**config.mk**
```make
export PLATFORM = sky130hd
export DESIGN_NAME = store_monitor
export DESIGN_NICKNAME = d
export VERILOG_FILES = /design/src/rtl/store_monitor.sv
export SDC_FILE = /design/constraint.sdc
export NUM_CORES = 1
export LEC_CHECK = 0
export ABC_AREA = 1
export CORE_MARGIN = 10
export CORE_UTILIZATION = 38
export CTS_CLUSTER_SIZE = 14
export DETAILED_ROUTE_END_ITERATION = 16
export GPL_ROUTABILITY_DRIVEN = 0
export PLACE_DENSITY = 0.77
export REMOVE_ABC_BUFFERS = 1
export SLEW_MARGIN = 20
export SYNTH_ARGS = -nofsm -noshare
export SYNTH_HDL_FRONTEND = slang
export SYNTH_SLANG_ARGS = --single-unit
```
**constraint.sdc**
```tcl
create_clock -name clk -period 5.3 [get_ports clk]
set_input_delay 0.795 -clock clk [delete_from_list [all_inputs] [get_ports clk]]
set_output_delay 0.795 -clock clk [all_outputs]
set_load 0.005 [all_outputs]
```
**src/rtl/store_monitor.sv**
```systemverilog
// Store-stream checker for the multi-cycle RISC-V core: classifies every data
// store, latches a sticky pass/fail verdict with cause, and keeps statistics.
module store_monitor #(
  parameter logic [31:0] PASS_ADDR      = 32'd108,
  parameter logic [31:0] PASS_DATA      = 32'h3FFF_FFFF,
  parameter logic [31:0] ALLOW_ADDR0    = 32'd100,
  parameter logic [31:0] ALLOW_ADDR1    = 32'd104,
  parameter int unsigned TIMEOUT_CYCLES = 4096
) (
  input  logic        clk,
  input  logic        reset,
  input  logic        MemWrite,
  input  logic [31:0] DataAdr,
  input  logic [31:0] WriteData,
  output logic        done,
  output logic        pass,
  output logic [1:0]  fail_code,
  output logic [15:0] store_count,
  output logic [31:0] cycle_count,
  output logic [31:0] last_addr,
  output logic [31:0] last_data
);

  typedef enum logic [1:0] {
    S_IDLE = 2'd0,
    S_RUN  = 2'd1,
    S_PASS = 2'd2,
    S_FAIL = 2'd3
  } state_t;

  typedef enum logic [1:0] {
    FC_NONE    = 2'd0,
    FC_ADDR    = 2'd1,
    FC_DATA    = 2'd2,
    FC_TIMEOUT = 2'd3
  } fail_code_t;

  localparam logic [31:0] TIMEOUT_LAST = 32'(TIMEOUT_CYCLES - 1);

  state_t      r_state;
  fail_code_t  r_fail_code;
  logic [15:0] r_store_count;
  logic [31:0] r_cycle_count;
  logic [31:0] r_last_addr;
  logic [31:0] r_last_data;

  state_t      w_state_next;
  fail_code_t  w_fail_code_next;
  logic [15:0] w_store_count_next;
  logic [31:0] w_cycle_count_next;
  logic [31:0] w_last_addr_next;
  logic [31:0] w_last_data_next;

  logic        w_hit_pass_addr;
  logic        w_hit_pass_data;
  logic        w_hit_scratch;
  logic        w_timed_out;
  logic [15:0] w_store_count_inc;
  logic [31:0] w_cycle_count_inc;

  assign w_hit_pass_addr = (DataAdr == PASS_ADDR);
  assign w_hit_pass_data = (WriteData == PASS_DATA);
  assign w_hit_scratch   = (DataAdr == ALLOW_ADDR0) || (DataAdr == ALLOW_ADDR1);
  // A legal store on the timeout edge pushes the count past the limit, hence >=.
  assign w_timed_out     = (r_cycle_count >= TIMEOUT_LAST);

  assign w_store_count_inc = (r_store_count == 16'hFFFF) ? r_store_count
                                                         : r_store_count + 16'd1;
  assign w_cycle_count_inc = (r_cycle_count == 32'hFFFF_FFFF) ? r_cycle_count
                                                              : r_cycle_count + 32'd1;

  // NOTE: every signal gets its hold value first so no path through the case
  // leaves it unassigned, which would infer a latch.
  always_comb begin
    w_state_next       = r_state;
    w_fail_code_next   = r_fail_code;
    w_store_count_next = r_store_count;
    w_cycle_count_next = r_cycle_count;
    w_last_addr_next   = r_last_addr;
    w_last_data_next   = r_last_data;

    unique case (r_state)
      S_IDLE: w_state_next = S_RUN;

      S_RUN: begin
        if (MemWrite) begin
          w_last_addr_next   = DataAdr;
          w_last_data_next   = WriteData;
          w_cycle_count_next = w_cycle_count_inc;
          if (w_hit_pass_addr && w_hit_pass_data) begin
            w_state_next = S_PASS;
          end else if (w_hit_pass_addr) begin
            w_state_next     = S_FAIL;
            w_fail_code_next = FC_DATA;
          end else if (w_hit_scratch) begin
            w_store_count_next = w_store_count_inc;
          end else begin
            w_state_next     = S_FAIL;
            w_fail_code_next = FC_ADDR;
          end
        end else if (w_timed_out) begin
          w_state_next     = S_FAIL;
          w_fail_code_next = FC_TIMEOUT;
        end else begin
          w_cycle_count_next = w_cycle_count_inc;
        end
      end

      // Verdict states absorb everything until reset.
      S_PASS, S_FAIL: ;

      default: w_state_next = S_IDLE;
    endcase
  end

  // NOTE: sequential state uses non-blocking assignments so every register
  // samples the pre-edge values regardless of statement order.
  always_ff @(posedge clk) begin
    if (reset) begin
      r_state       <= S_IDLE;
      r_fail_code   <= FC_NONE;
      r_store_count <= '0;
      r_cycle_count <= '0;
      r_last_addr   <= '0;
      r_last_data   <= '0;
    end else begin
      r_state       <= w_state_next;
      r_fail_code   <= w_fail_code_next;
      r_store_count <= w_store_count_next;
      r_cycle_count <= w_cycle_count_next;
      r_last_addr   <= w_last_addr_next;
      r_last_data   <= w_last_data_next;
    end
  end

  assign done        = (r_state == S_PASS) || (r_state == S_FAIL);
  assign pass        = (r_state == S_PASS);
  assign fail_code   = r_fail_code;
  assign store_count = r_store_count;
  assign cycle_count = r_cycle_count;
  assign last_addr   = r_last_addr;
  assign last_data   = r_last_data;

endmodule

```
==> metrics.md, run 1 <==
| Metric | Value |
|---|---|
| Status | `completed` |
| Die height | `around 150 µm` |
| Via count | `approximately 6.5k` |
| Simple-gate share of the synthesized area | `0.375` |
| Post-layout min period | `around 2.5 ns` |
| Final Hold Fails | `0` |
| WP data arrival | `between 2 and 3 ns` |
| RSZ-0062 raised after global routing | `false` |
| HPWL Detailed | `about 14000 µm` |
| Synth Area per Inst | `around 6.9 µm²` |
| WHS Path Cells | `2` |
| Die width | `approximately 150 µm` |
| PwrDens | `roughly 270 nW/µm²` |
| MaxCap Viol Count | `0` |
| Worst-margin pin slew | `0.886 ns` |
| Initial core utilization | `0.390` |
| Number of gates resized after cts | `0` |
| Distinct cell type count after synthesis | `33` |
| Die area | `21900 µm²` |
| Combinational family with the most area after synthesis | `simple AND/OR/NAND/NOR gates` |
| 1st-pass router iterations | `5` |
| Most frequent cells in the layout | `255 x nand2_1, 180 x clkdlybuf4s50_1, 116 x dfxtp_1` |
| Vias per inst | `4.99` |
| Slew HR | `0.409` |
| Tot GR Track Use | `0.174` |
| # rows | `between 40 and 50` |
| Design area | `approximately 8800 µm²` |
| Sequential area share after synthesis | `0.372` |
| Worst path required time | `5.55 ns` |
| Crit share post-route | `0.465` |
| Multiplexer share of the synthesized area | `0` |
| Final WL | `approximately 20000 µm` |
| Clock tree sinks | `~120` |
| XOR/XNOR Fraction of Synth Area | `0.0604` |
| Critical Path Max Stage Delay | `~0.66 ns` |
| IO Port Bufs | `~180` |
| Fmax | `between 400 and 500 MHz` |
| Synth Area in Compound Gates | `0.112` |
| Synthesized flop and latch total | `roughly 120` |
| Warnings, synthesis | `0` |
| Dpl cell area | `8120 µm²` |
| Slew Viols, Final | `0` |
| DRT iter0 DRCs | `418` |
| Crit-path max FO | `36` |
| Hold path startpoint | `last_addr[16]$_SDFFE_PP0P_` |
| Io pins | `about 180` |
| Most common cell after layout, fill and taps aside | `nand2_1` |
| Peak VDD IR | `~0.22 mV` |
| Crit path cell chain | `inv_1 > nor2_4 > inv_1 > a41oi_4 > nand2_4 > nand2_1 > a21oi_1` |
| Vias in the first global route | `6013` |
| Clock slew at reported path FFs | `approximately 0.05 ns` |
| Layout area overhead | `40.4%` |
| CTS Buffer Depth | `2` |
| Post-Syn Area | `6240 µm²` |
| Core Footprint | `between 15000 and 20000 µm²` |
| Fin nets | `roughly 1.1k` |
| # Post-CTS Setup Buffers | `0` |
| Hold Path Sink | `last_addr[16]$_SDFFE_PP0P_` |
| Layout cells sized above 1 | `0.102` |
| CP endpoint kind | `register` |
| H-tree depth | `4` |
| Antenna Nets Post-Route | `0` |
| Critical Path Start Type | `register` |
| CTS tree | `done` |
| ANT cells | `0` |
| Clock Skews | `0.00847 ns` |
| CP bufs+invs | `2` |
| # DRC | `0` |
| Worst r2r dst | `store_count[3]$_SDFFE_PP0P_` |
| Cells after synthesis | `between 900 and 1k` |
| CP max stage cell | `nor2_4` |
| Crit path kind | `register to register` |
| Largest net degree at the start of global routing | `76` |
| RR Startpoint | `r_state[0]$_SDFFE_PP0P_` |
| Num CTS Buffers | `17` |
| Top delay family on crit path | `simple AND/OR/NAND/NOR gates` |
| Setup violators final | `0` |
| Lkg Pwr | `between 3 and 4 nW` |
| Cell mode on critical path | `inv_1` |
| Hold crit path type | `register to register` |
| Clk_lat worst skew | `between 0.4 and 0.5 ns` |
| Final setup TNS | `0 ns` |
| R2r setup slk | `around 2.8 ns` |
| Clk root buf | `clkbuf_16` |
| Hold WS | `between 0.4 and 0.5 ns` |
| DR WL/cell | `roughly 15 µm` |
| Synth Area in Adders | `0.00401` |
| Initial antenna violation count | `0` |
| First-pass GRT wire length | `between 30000 and 40000 µm` |
| Reg2Reg Depth | `7` |
| GRT overflow | `0` |
| Hold_buf cts | `0` |
sequential cells by signal, indices dropped and copies added (netlist names):
register and flops:
cycle_count 32, fail_code 2, last_addr 32, last_data 32, r_state 2, store_count 16
worst reg2reg max path, cell delays in order, from the launching register on:
cell	delay, ns
dfxtp_1	0.32
inv_1	0.06
nor2_4	0.66
inv_1	0.23
a41oi_4	0.57
nand2_4	0.27
nand2_1	0.12
a21oi_1	0.06
area by class of cell:
class	count	area (µm²)
Clock inverter	13	181
Timing Repair Buffer	186	1840
Clock buffer	19	453
Multi-Input combinational cell	684	3440
Sequential cell	116	2320
Fill cell	1541	7250
Tap cell	216	270
Inverter	64	240
worst max path at each step:
stage / startpoint / to / slack (ns) / depth (start not counted)
finish: r_state[0]$_SDFFE_PP0P_ / store_count[3]$_SDFFE_PP0P_ / 2.84 / 7
global route: r_state[0]$_SDFFE_PP0P_ / store_count[0]$_SDFFE_PP0P_ / 2.59 / 7
CTS: DataAdr[0] / store_count[2]$_SDFFE_PP0P_ / 2.84 / 9
detailed placement: DataAdr[0] / store_count[2]$_SDFFE_PP0P_ / 2.42 / 9
global placement: DataAdr[0] / store_count[5]$_SDFFE_PP0P_ / 2.45 / 9
floorplan: r_state[1]$_SDFFE_PP0P_ / last_addr[0]$_SDFFE_PP0P_ / 2.63 / 4
synthesized netlist by cell type:
cell type  number  area share
a41oi_4         1      0.0044
buf_6           1      0.0018
nand3b_1        2      0.0024
nand3_1        96       0.077
nand3_4         1      0.0028
nand4_2         1      0.0020
nand2_1       256        0.15
buf_2           3      0.0024
inv_2           7      0.0042
nor3_2          3      0.0048
a21oi_2        26       0.037
nand4_1        11       0.011
nor2_4          7       0.013
clkbuf_1       29       0.017
ha_1            2      0.0040
nand3b_4        1      0.0032
nand3_2         1      0.0016
inv_1          57       0.034
xnor2_1         8       0.011
nor2_2          5      0.0050
buf_4           2      0.0024
a21oi_1        87       0.070
buf_12          1      0.0032
buf_8           3      0.0072
dfxtp_1       116        0.37
nor3_1         24       0.019
o21ai_0         2      0.0016
nor2_1         97       0.058
xor2_1         35       0.049
nand2_2        16       0.016
buf_1           5      0.0030
nand2_4         1      0.0018
nor3_4          1      0.0026
metrics by stage:
step	utilization	instances	total power [mW]	worst slack, ns
after floorplan	-	864	1.02	2.63
after global routing	0.547	1298	2.49	2.59
after global placement	0.507	1266	1.19	2.45
after detailed placement	0.507	1266	1.19	2.42
final	0.547	1298	2.40	2.84
after CTS	0.547	1298	2.42	2.84
cell families (layout without fill, tap and decap cells):
group / after synthesis / in the layout
xor+xnor: 43 / 43
buf+inv: 108 / 282
simple gates: 523 / 523
compound gates: 116 / 116
fa+ha+maj: 2 / 2
flops: 116 / 116
metal layers:
| metal | share of wire | routed length, µm | global-route usage |
|---|---|---|---|
| met1 | 0.43 | 8400 | 0.208 |
| met4 | 0.031 | 600 | 0.0778 |
| met2 | 0.48 | 9410 | 0.288 |
| met5 | 0 | 0 | 0 |
| met3 | 0.064 | 1260 | 0.0455 |
power breakdown:
group | switching, mW | internal, mW | leakage, nW
registers | 0.0154 | 0.901 | 0.942
logic | 0.138 | 0.122 | 1.78
clock network | 0.413 | 0.809 | 0.309
(Power assumes the default switching activity.)
==> run 2, diff against run 1 <==
- clock period: 5.3 -> 2.5 ns (I/O delays scaled with it)
==> metrics.md, run 2 (synthesis gave the netlist of run 1 again) <==
| Metric | Value |
|---|---|
| Status | `completed` |
| # DRC | `0 (unchanged)` |
| Tot GR Track Use | `0.179 (+0.00436)` |
| Worst setup path end | `store_count[5]$_SDFFE_PP0P_` |
| CP endpoint kind | `register` |
| Initial core utilization | `0.390 (unchanged)` |
| CP bufs+invs | `0 (-2)` |
| IO Port Bufs | `182 (unchanged)` |
| H-tree depth | `4 (unchanged)` |
| WP data arrival | `2.43 ns (-0.29 ns)` |
| # rows | `46 (unchanged)` |
| CTS Buffer Depth | `2 (unchanged)` |
| Crit share post-route | `0.835 (+0.370)` |
| 1st-pass router iterations | `7 (+2)` |
| Layout area overhead | `41.5%` |
| Crit-path max FO | `17 (-53%)` |
| Num CTS Buffers | `17 (unchanged)` |
| DRT iter0 DRCs | `482 (+15%)` |
| # Post-CTS Setup Buffers | `0 (unchanged)` |
| Worst r2r dst | `store_count[5]$_SDFFE_PP0P_` |
| CTS tree | `done` |
| R2r setup slk | `0.41 ns (-2.42 ns)` |
| Crit path kind | `register to register` |
| Dpl cell area | `8200 µm² (+0.99%)` |
| Peak VDD IR | `0.473 mV (+120%)` |
| Core Footprint | `16000 µm² (unchanged)` |
| Most common cell after layout, fill and taps aside | `nand2_1` |
| Hold crit path type | `input port to register` |
| Top delay family on crit path | `simple AND/OR/NAND/NOR gates` |
| Post-layout min period | `2.09 ns (-0.377 ns)` |
| Hold WS | `0.414 ns (-0.0447 ns)` |
| Post-Place Setup Slack | `0.284 ns (-2.14 ns)` |
| Critical Path Start Type | `register` |
| Area of the multi-input gates | `3440 µm² (unchanged)` |
| Initial antenna violation count | `0 (unchanged)` |
| Antenna Nets Post-Route | `0 (unchanged)` |
| Die height | `148 µm (unchanged)` |
| Final setup TNS | `0 ns (unchanged)` |
| First-pass GRT wire length | `32000 µm (+1.9%)` |
| Fillers | `1545 (+0.26%)` |
| Clock Skews | `0.00517 ns (-0.00330 ns)` |
| GRT overflow | `0 (unchanged)` |
| Levels on crit path | `7 (unchanged)` |
| CP max stage cell | `dfxtp_1` |
| Fin nets | `1147 (+0.79%)` |
| Lkg Pwr | `3.07 nW (+1.3%)` |
| Final Hold Fails | `0 (unchanged)` |
| ANT cells | `0 (unchanged)` |
| Slew HR | `0.560 (+0.151)` |
| Most frequent cells in the layout | `255 x nand2_1, 180 x clkdlybuf4s50_1, 116 x dfxtp_1` |
| Clk root buf | `clkbuf_16` |
| Reg2Reg Depth | `7 (unchanged)` |
| Io pins | `183 (unchanged)` |
| Clock tree sinks | `116 (unchanged)` |
| Critical Path Max Stage Delay | `0.44 ns (-0.22 ns)` |
| Fmax | `479 MHz (+18%)` |
| PwrDens | `577 nW/µm² (+110%)` |
| Vias per inst | `5.01 (+0.29%)` |
| Worst path required time | `2.84 ns (-2.71 ns)` |
| WHS Path Cells | `2 (unchanged)` |
| Worst Setup SP | `store_count[0]$_SDFFE_PP0P_` |
| Via count | `6543 (+0.99%)` |
| Layout cells sized above 1 | `0.107 (+0.00558)` |
| MaxCap Viol Count | `0 (unchanged)` |
| Vias in the first global route | `6141 (+2.1%)` |
| Worst-margin pin slew | `0.660 ns (-0.226 ns)` |
| Die area | `21900 µm² (unchanged)` |
| Final WL | `20000 µm (+1.5%)` |
| Crit path cell chain | `ha_1 > nand2_2 > nor3_4 > a41oi_4 > nand2_4 > nand2_1 > a21oi_1` |
| Register area | `2320 µm² (unchanged)` |
| Hold_buf cts | `0 (unchanged)` |
| Design area | `8820 µm² (+0.81%)` |
| DR WL/cell | `15.3 µm (+0.82%)` |
| RSZ-0062 raised after global routing | `false` |
| RR Startpoint | `store_count[0]$_SDFFE_PP0P_` |
| Largest net degree at the start of global routing | `65 (-14%)` |
| Slew Viols, Final | `0 (unchanged)` |
| Final WS setup | `0.413 ns (-2.42 ns)` |
| Number of gates resized after cts | `0 (unchanged)` |
| Setup violators final | `0 (unchanged)` |
| HPWL Detailed | `14800 µm (+2.4%)` |
| Die width | `148 µm (unchanged)` |
| Clock slew at reported path FFs | `0.05 ns (about the same)` |
| Clk_lat worst skew | `0.42 ns (about the same)` |
[run 2: area by class of cell]
| cell class | count | area share |
|---|---|---|
| clock buffers | 20 | 0.0506 |
| clock inverters | 12 | 0.0203 |
| inverters | 64 | 0.0272 |
| multi-input cells | 684 | 0.390 |
| flip-flops and latches | 116 | 0.263 |
| well taps | 216 | 0.0306 |
| repair buffers | 195 | 0.218 |
[run 2: how the worst min path moves through the flow]
stage | slack (ns) | from | endpoint
2_1_floorplan | 0.44 | reset | cycle_count[10]$_SDFFE_PP0P_
3_3_place_gp | 0.45 | last_data[28]$_SDFFE_PP0P_ | last_data[28]$_SDFFE_PP0P_
3_5_place_dp | 0.45 | last_addr[3]$_SDFFE_PP0P_ | last_addr[3]$_SDFFE_PP0P_
4_1_cts | 0.43 | reset | last_addr[19]$_SDFFE_PP0P_
5_1_grt | 0.45 | reset | last_addr[13]$_SDFFE_PP0P_
6_report | 0.41 | reset | last_addr[19]$_SDFFE_PP0P_
[run 2: per-stage QoR]
stage          power, mW   util  std cells
3_5_place_dp        2.55  0.512       1275
5_1_grt             5.29  0.552       1307
2_1_floorplan       2.17      -        864
6_report            5.09  0.552       1307
4_1_cts             5.13  0.552       1307
3_3_place_gp        2.54  0.512       1275
[run 2: where the power goes]
| group | total [mW] | internal, mW | switching [mW] |
|---|---|---|---|
| logic | 0.563 | 0.270 | 0.293 |
| registers | 1.94 | 1.91 | 0.0328 |
| clock network | 2.59 | 1.69 | 0.895 |
[run 2: worst reg2reg max path, delay by kind of cell (launching register included)]
| family | cells | cell delay, ns |
|---|---|---|
| flip-flops | 1 | 0.44 |
| AND/OR/NAND/NOR | 4 | 0.82 |
| adder cells (fa/ha/maj) | 1 | 0.26 |
| AO/OA/AOI/OAI | 2 | 0.50 |
[run 2: routing by layer]
| layer | routed length, µm | global-route usage | up-vias |
|---|---|---|---|
| met5 | 0 | 0 | - |
| li1 | - | - | 3280 |
| met3 | 1510 | 0.0525 | 41 |
| met4 | 613 | 0.0778 | 0 |
| met1 | 8260 | 0.213 | 2981 |
| met2 | 9590 | 0.292 | 241 |
==> run 3, diff against run 2 <==
- clock period: 2.5 -> 2 ns (I/O delays scaled with it)
==> metrics.md, run 3 (synthesis gave the netlist of run 1 again) <==
| Metric | Value |
|---|---|
| Clock slew at reported path FFs | `0.06 ns (about the same)` |
| Hold WS | `0.305 ns (-0.109 ns)` |
| Layout cells sized above 1 | `0.126 (+0.0184)` |
| DR WL/cell | `15.4 µm (+1.0%)` |
| Crit path kind | `register to output pin` |
| # rows | `46 (unchanged)` |
| Core Footprint | `16000 µm² (unchanged)` |
| Hold crit path type | `input port to register` |
| Status | `completed` |
| CTS Buffer Depth | `2 (unchanged)` |
| HPWL Detailed | `15300 µm (+3.6%)` |
| Slew Viols, Final | `0 (unchanged)` |
| 1st-pass router iterations | `5 (-2)` |
| # Post-CTS Setup Buffers | `0 (unchanged)` |
| Hold_buf cts | `0 (unchanged)` |
| CTS tree | `done` |
| Fmax | `around 540 MHz` |
| RSZ-0062 raised after global routing | `false` |
| IO Port Bufs | `182 (unchanged)` |
| PwrDens | `700 nW/µm² (+21%)` |
| Clk root buf | `clkbuf_16` |
| Antenna Nets Post-Route | `0 (unchanged)` |
| Fillers | `1504 (-2.7%)` |
| Number of gates resized after cts | `0 (unchanged)` |
| GRT overflow | `0 (unchanged)` |
| First-pass GRT wire length | `32400 µm (+1.3%)` |
| Final Hold Fails | `0 (unchanged)` |
| Vias per inst | `5.04 (+0.67%)` |
| Initial antenna violation count | `0 (unchanged)` |
| Finished Core Util | `0.563 (+0.0117)` |
| Most frequent cells in the layout | `255 x nand2_1, 180 x clkdlybuf4s50_1, 116 x dfxtp_1` |
| ANT cells | `0 (unchanged)` |
| Post-layout min period | `1.86 ns` |
| Lkg Pwr | `3.19 nW (+3.8%)` |
| Slew HR | `0.708 (+0.148)` |
| Setup violators final | `0 (unchanged)` |
| Fin nets | `1170 (+2.0%)` |
| Worst-margin pin slew | `0.435 ns (-0.226 ns)` |
| WP data arrival | `1.56 ns (-0.87 ns)` |
| Die area | `21900 µm² (unchanged)` |
| Clock tree sinks | `116 (unchanged)` |
| Critical Path Start Type | `register` |
| Crit share post-route | `0.932` |
| CP endpoint kind | `output pin` |
| Die width | `148 µm (unchanged)` |
| Most common cell after layout, fill and taps aside | `nand2_1` |
| Crit-path max FO | `3 (-14)` |
| # DRC | `0 (unchanged)` |
| Initial core utilization | `0.390 (unchanged)` |
| Via count | `6703 (+2.4%)` |
| DRT iter0 DRCs | `398 (-17%)` |
| H-tree depth | `4 (unchanged)` |
| Io pins | `183 (unchanged)` |
| Final WL | `20500 µm (+2.8%)` |
| Tot GR Track Use | `0.179 (+0.000653)` |
| Peak VDD IR | `0.583 mV (+23%)` |
| Clock Skews | `0.00824 ns (+0.00307 ns)` |
| Worst path required time | `1.70 ns (-1.14 ns)` |
| Largest net degree at the start of global routing | `43 (-34%)` |
| Layout area overhead | `44.5%` |
| MaxCap Viol Count | `0 (unchanged)` |
| Clk_lat worst skew | `0.42 ns (about the same)` |
| Vias in the first global route | `6360 (+3.6%)` |
| Die height | `148 µm (unchanged)` |
| Num CTS Buffers | `17 (unchanged)` |
==> run 3: worst paths after layout <==
check                           endpoint                    startpoint  depth (start not counted)  slack, ns
max                                 pass       r_state[1]$_SDFFE_PP0P_                          3       0.14
min           last_addr[27]$_SDFFE_PP0P_                         reset                          2       0.31
max reg2reg  cycle_count[1]$_SDFFE_PP0P_  cycle_count[24]$_SDFFE_PP0P_                          8       0.16
min reg2reg   last_addr[17]$_SDFFE_PP0P_    last_addr[17]$_SDFFE_PP0P_                          2       0.46
==> run 3: worst max-delay path, cell delays in order (launching register included) <==
cell and delay, ns:
dfxtp_1 0.38, inv_1 0.08, nor2_1 0.13, clkdlybuf4s50_1 0.55
==> run 3: power by group <==
part | total (mW) | internal, mW | switching [mW]
sequential | 2.42 | 2.39 | 0.0376
combinational | 0.745 | 0.362 | 0.384
clock | 3.14 | 2.03 | 1.11
==> run 3: per-stage QoR <==
stage	TNS (ns)	instance area [µm²]	cells	setup WS, ns	power [mW]
finish	0	9010	1330	0.136	6.31
global route	0	9010	1330	0.0164	6.53
CTS	0	8990	1329	0.0599	6.34
detailed placement	-0.265	8380	1297	-0.0379	3.21
global placement	0	8380	1297	0.0156	3.20
floorplan	-46.75	6000	864	-0.667	2.71
==> run 3: cell type report <==
type,count,area (µm²),share of cell area
clock buffer,21,460,0.0511
clock inverter,11,153,0.0169
inverter,64,240,0.0267
multi-input combinational,685,3460,0.384
sequential,116,2320,0.258
tap,216,270,0.0300
timing repair buffer,217,2100,0.233
==> run 3: per-layer routing <==
layer / wire, µm / global-route usage / vias to the layer above
met5: 0 / 0 / -
met4: 603 / 0.0753 / 0
met3: 1540 / 0.0464 / 48
met2: 10000 / 0.301 / 237
met1: 8370 / 0.212 / 3093
li1: - / - / 3325
